===== config.mk =====
export PLATFORM = sky130hd
export DESIGN_NAME = spart_tx_flat
export DESIGN_NICKNAME = d
export VERILOG_FILES = /design/src/rtl/spart_tx_if.sv /design/src/rtl/spart_tx.sv /design/src/flat_wrapper.sv
export SDC_FILE = /design/constraint.sdc
export NUM_CORES = 1
export LEC_CHECK = 0
export CAP_MARGIN = 5
export CORE_UTILIZATION = 40
export DETAILED_ROUTE_END_ITERATION = 16
export DONT_BUFFER_PORTS = 1
export PLACE_DENSITY = 0.5
export SLEW_MARGIN = 20
export SYNTH_ARGS = -nofsm -noshare
export SYNTH_HDL_FRONTEND = slang
export SYNTH_SLANG_ARGS = --single-unit

===== constraint.sdc =====
create_clock -name clk -period 2.4 [get_ports clk]
set_clock_uncertainty 0.05 [all_clocks]
set_input_delay 0.6 -clock clk [delete_from_list [all_inputs] [get_ports clk]]
set_output_delay 0.6 -clock clk [all_outputs]
set_load 0.02 [all_outputs]

===== src/rtl/spart_tx_if.sv =====
// Bus-side write port of the SPART transmitter.
// The bus drives a byte and strobe; the transmitter reports buffer ready.
interface spart_tx_if;
    logic [7:0] TxD_data;
    logic       TxD_wr;
    logic       TBR;

    modport master (
        output TxD_data,
        output TxD_wr,
        input  TBR
    );

    modport slave (
        input  TxD_data,
        input  TxD_wr,
        output TBR
    );
endinterface


===== src/rtl/spart_tx.sv =====
// SPART transmit stage: holding register feeding an 8N1/8N2 shifter.
// Bit timing is counted in Baud pulses (OVERSAMPLE per bit).
module spart_tx #(
    parameter int OVERSAMPLE = 16,
    parameter int STOP_BITS  = 2
) (
    input  logic     clk,
    input  logic     rst,
    input  logic     Baud,
    spart_tx_if.slave bus,
    output logic     TxD,
    output logic     busy
);
    localparam logic [3:0] TICK_LAST = 4'(OVERSAMPLE - 1);
    localparam logic [3:0] STOP_LAST = 4'(STOP_BITS - 1);

    typedef enum logic [1:0] {
        IDLE,
        START,
        DATA,
        STOP
    } state_e;

    state_e     state_q, state_d;
    logic [7:0] hold_q, hold_d;
    logic [7:0] shift_q, shift_d;
    logic       hold_full_q, hold_full_d;
    logic [3:0] tick_q, tick_d;
    logic [3:0] cnt_q, cnt_d;
    logic       txd_q, txd_d;
    logic       bit_end;
    logic       load;

    always_comb begin
        state_d     = state_q;
        hold_d      = hold_q;
        shift_d     = shift_q;
        hold_full_d = hold_full_q;
        tick_d      = tick_q;
        cnt_d       = cnt_q;
        load        = 1'b0;
        txd_d       = 1'b1;

        bit_end = Baud && (tick_q == TICK_LAST);
        if (Baud && state_q != IDLE) begin
            tick_d = bit_end ? 4'd0 : tick_q + 4'd1;
        end

        unique case (state_q)
            IDLE: begin
                load = hold_full_q;
            end
            START: begin
                if (bit_end) begin
                    state_d = DATA;
                    cnt_d   = 4'd0;
                end
            end
            DATA: begin
                if (bit_end) begin
                    if (cnt_q == 4'd7) begin
                        state_d = STOP;
                        cnt_d   = 4'd0;
                    end else begin
                        shift_d = shift_q >> 1;
                        cnt_d   = cnt_q + 4'd1;
                    end
                end
            end
            STOP: begin
                if (bit_end) begin
                    if (cnt_q == STOP_LAST) begin
                        // A queued byte chains straight into a new start bit.
                        load    = hold_full_q;
                        state_d = IDLE;
                    end else begin
                        cnt_d = cnt_q + 4'd1;
                    end
                end
            end
            default: state_d = IDLE;
        endcase

        if (load) begin
            shift_d     = hold_q;
            hold_full_d = 1'b0;
            tick_d      = 4'd0;
            cnt_d       = 4'd0;
            state_d     = START;
        end

        // Cannot collide with load: a write needs an empty hold.
        if (bus.TxD_wr && !hold_full_q) begin
            hold_d      = bus.TxD_data;
            hold_full_d = 1'b1;
        end

        unique case (state_d)
            START:   txd_d = 1'b0;
            DATA:    txd_d = shift_d[0];
            default: txd_d = 1'b1;
        endcase
    end

    always_ff @(posedge clk) begin
        if (!rst) begin
            state_q     <= IDLE;
            hold_q      <= 8'd0;
            shift_q     <= 8'd0;
            hold_full_q <= 1'b0;
            tick_q      <= 4'd0;
            cnt_q       <= 4'd0;
            txd_q       <= 1'b1;
        end else begin
            state_q     <= state_d;
            hold_q      <= hold_d;
            shift_q     <= shift_d;
            hold_full_q <= hold_full_d;
            tick_q      <= tick_d;
            cnt_q       <= cnt_d;
            txd_q       <= txd_d;
        end
    end

    assign bus.TBR = ~hold_full_q;
    assign TxD     = txd_q;
    assign busy    = (state_q != IDLE);
endmodule

===== src/flat_wrapper.sv =====
// flat-port wrapper written by rule: the top's interface ports become plain ports
module spart_tx_flat 
#(
    parameter int OVERSAMPLE = 16,
    parameter int STOP_BITS  = 2
)
  (clk, rst, Baud, TxD, busy, bus_TxD_data, bus_TxD_wr, bus_TBR);
  spart_tx_if bus_i ();
  input  logic clk;
  input  logic rst;
  input  logic Baud;
  output logic TxD;
  output logic busy;
  input wire logic [$bits(bus_i.TxD_data)-1:0] bus_TxD_data;
  input wire logic [$bits(bus_i.TxD_wr)-1:0] bus_TxD_wr;
  output wire logic [$bits(bus_i.TBR)-1:0] bus_TBR;
  assign bus_i.TxD_data = bus_TxD_data;
  assign bus_i.TxD_wr = bus_TxD_wr;
  assign bus_TBR = bus_i.TBR;
  spart_tx #(.OVERSAMPLE(OVERSAMPLE), .STOP_BITS(STOP_BITS)) u_core (.clk(clk), .rst(rst), .Baud(Baud), .bus(bus_i), .TxD(TxD), .busy(busy));
endmodule

==> flow_summary.json <==
{
  "antenna_found_initial": 0,
  "synth_cell_type_count": 40,
  "reg2reg_depth": 7,
  "leakagePower_nw": 0.627,
  "post-dp-hpwl_microns": 1800,
  "avgSynthCellArea_sq_um": 9.24,
  "port_buffers": 0,
  "crit_fanout": 18,
  "syn-num-nets": 172,
  "tightestPinTransition_ns": 0.453,
  "die_y_microns": 61.3,
  "synthCells": 152,
  "drt_iter0_drc": 19,
  "area_growth_pct": 7.48,
  "clock_path_buffers": 2,
  "end_kind": "register",
  "post-route-period-util_pct": 90.3,
  "max_freq_mhz": 461,
  "grt_pass1_vias": 941,
  "final_util_pct": 44.9,
  "hold_path_end": "u_core.hold_full_q$_SDFFE_PN0P_",
  "timing.rr.start": "u_core.cnt_q[0]$_SDFFE_PP0P_",
  "setup_tns_ns": 0,
  "wire_per_inst_microns": 12.3,
  "relSlewSlack_pct": 69.8,
  "async_flop_share_pct": 0,
  "ys_ff_latch": 28,
  "first_pass_iters": 4,
  "place_inst": 197,
  "start_kind": "register",
  "r2r_end": "u_core.state_q[1]$_SDFF_PN0_",
  "fin_area_sq_mm": 0.00151,
  "whs_ns": 0.328,
  "syn_area_sq_mm": 0.00141,
  "arrival_ns": 2.35,
  "fin_ws_ns": 0.232,
  "wirelength_microns": 2480,
  "setup-violations-final": 0,
  "gr-total-overflow": 0,
  "core_area_sq_mm": 0.00336,
  "root_buffer": "clkbuf_4",
  "layout_common_cells": "28 x dfxtp_1, 26 x nor2_1, 18 x mux2i_1, 9 x nand2_1, 8 x ha_1",
  "io_pins": 15,
  "vias_per_cell": 5.17,
  "min_period_ns": 2.17,
  "clockPowerShare_pct": 32.5,
  "insertion_delay_ns": 0.33,
  "start_util_pct": 41.8,
  "postCtsResizedCells": 0,
  "dieArea_sq_mm": 0.00375,
  "pre_cts_ws_ns": 0.241,
  "grt_use_total_pct": 15.4,
  "holdBufCountCts": 0,
  "yosysWarnings": 0,
  "postCtsSetupBuffers": 0,
  "min_path_cells": 2,
  "comb_power_share_pct": 13.7,
  "r2r_slack_ns": 0.23,
  "place.gp.congestion": 0.782,
  "final_common_cell": "dfxtp_1",
  "power_mw": 0.954,
  "clk_pin_slew_ns": 0.15,
  "synth_ff_type": "dfxtp_1",
  "cts_buffers": 3,
  "cts_max_level": 1,
  "path_class": "reg2reg",
  "outcome": "finished clean",
  "placed_area_sq_mm": 0.00146,
  "crit_required_ns": 2.58,
  "drive_gt1_share_pct": 11.0,
  "hold_class": "in2reg",
  "yosysSeqAreaShare_pct": 39.9,
  "max-vdd-ir-drop_uv": 377,
  "n_antenna_cell": 0,
  "die_x_microns": 61.3,
  "ant_nets": 0,
  "p_int_mw": 0.718,
  "cts_sinks": 28,
  "rows": 21,
  "p_per_area_mw_per_mm2": 632,
  "min-delay-start": "bus_TxD_wr",
  "grt_pass1_wl_microns": 4240,
  "hold_viol": 0,
  "p_switching_mw": 0.236,
  "cts_tree": "done",
  "grt_start_max_net_pins": 19,
  "drv_cap": 0,
  "rsz0062_at_grt": "no",
  "synth-edff-count": 0,
  "fin_cells": 201,
  "vias": 1039,
  "power_frac_seq_pct": 53.9,
  "maxSlewViolCount": 0,
  "switching_share_pct": 24.7,
  "nets": 176,
  "drc": 0
}
## Yosys cell counts (2+ instances only)
master | number | area share [%]
a211oi_1 | 7 | 3.7
or3_1 | 2 | 0.89
mux2i_1 | 18 | 13
nand2b_1 | 2 | 0.89
nor2_1 | 26 | 6.9
nor3_1 | 2 | 0.71
inv_1 | 6 | 1.6
a21oi_1 | 7 | 2.5
o21ai_0 | 2 | 0.71
nand2_1 | 9 | 2.4
clkbuf_1 | 2 | 0.53
ha_1 | 8 | 7.1
nand3_1 | 2 | 0.71
a21o_1 | 2 | 1.1
a31oi_1 | 2 | 0.89
buf_6 | 2 | 1.6
dfxtp_1 | 28 | 40
nand4_1 | 2 | 0.89
nor2b_1 | 2 | 0.89
## cell type report
type                            count  area [sq um]
Clock buffer                        3          22.5
Clock inverter                      1          30.0
Inverter                            7          26.3
Tap cell                           46          57.6
Sequential cell                    28           561
Timing Repair Buffer                4          30.0
Multi-Input combinational cell    112           783
Fill cell                         354          1850
## how the worst max path moves through the flow
stage	end	depth (start not counted)	slack, ns	from
finish	u_core.state_q[1]$_SDFF_PN0_	7	0.23	u_core.cnt_q[0]$_SDFFE_PP0P_
global route	u_core.state_q[1]$_SDFF_PN0_	7	0.05	u_core.cnt_q[0]$_SDFFE_PP0P_
CTS	u_core.state_q[1]$_SDFF_PN0_	7	0.21	u_core.cnt_q[0]$_SDFFE_PP0P_
detailed placement	u_core.state_q[1]$_SDFF_PN0_	7	0.24	u_core.cnt_q[0]$_SDFFE_PP0P_
global placement	u_core.TxD$_SDFF_PN1_	5	0.25	Baud
floorplan	u_core.TxD$_SDFF_PN1_	6	0.26	Baud
## logic make-up (layout without fill, tap and decap cells)
logic type / count (synthesis) / in the layout / synth area share (%)
simple gates: 55 / 55 / 19.5
compound gates: 28 / 28 / 13.8
flops: 28 / 28 / 39.9
mux: 20 / 20 / 14.7
buf+inv: 12 / 15 / 4.36
fa+ha+maj: 8 / 8 / 7.12
xor+xnor: 1 / 1 / 0.623
## critical path, cell delays in order, from the launching register on
cell,delay [ns]
dfxtp_1,0.45
ha_1,0.17
nor3b_1,0.40
a31oi_1,0.19
or3_1,0.33
buf_4,0.20
nand2_2,0.20
nor2_1,0.08
## metal layers
layer,track usage [%],part of all wire [%],vias to the layer above
met5,0,0,-
met4,3.90,0.89,0
met3,5.04,4.4,2
met2,22.0,43,17
met1,22.3,52,478
li1,-,-,542
## flip-flops by register name, indices dropped and copies added (netlist names)
signal	count
u_core.hold_q	8
u_core.shift_q	8
u_core.TxD	1
u_core.hold_full_q	1
u_core.cnt_q	4
u_core.state_q	2
u_core.tick_q	4
## power by group through the flow
stage	combinational [mW]	sequential, mW	clock (mW)
final	0.130	0.514	0.310
after global placement	0.130	0.524	0
after CTS	0.132	0.515	0.328
after detailed placement	0.132	0.524	0
after floorplan	0.111	0.519	0
after global routing	0.148	0.518	0.342
Note: power is estimated with default switching activity, not from simulation.
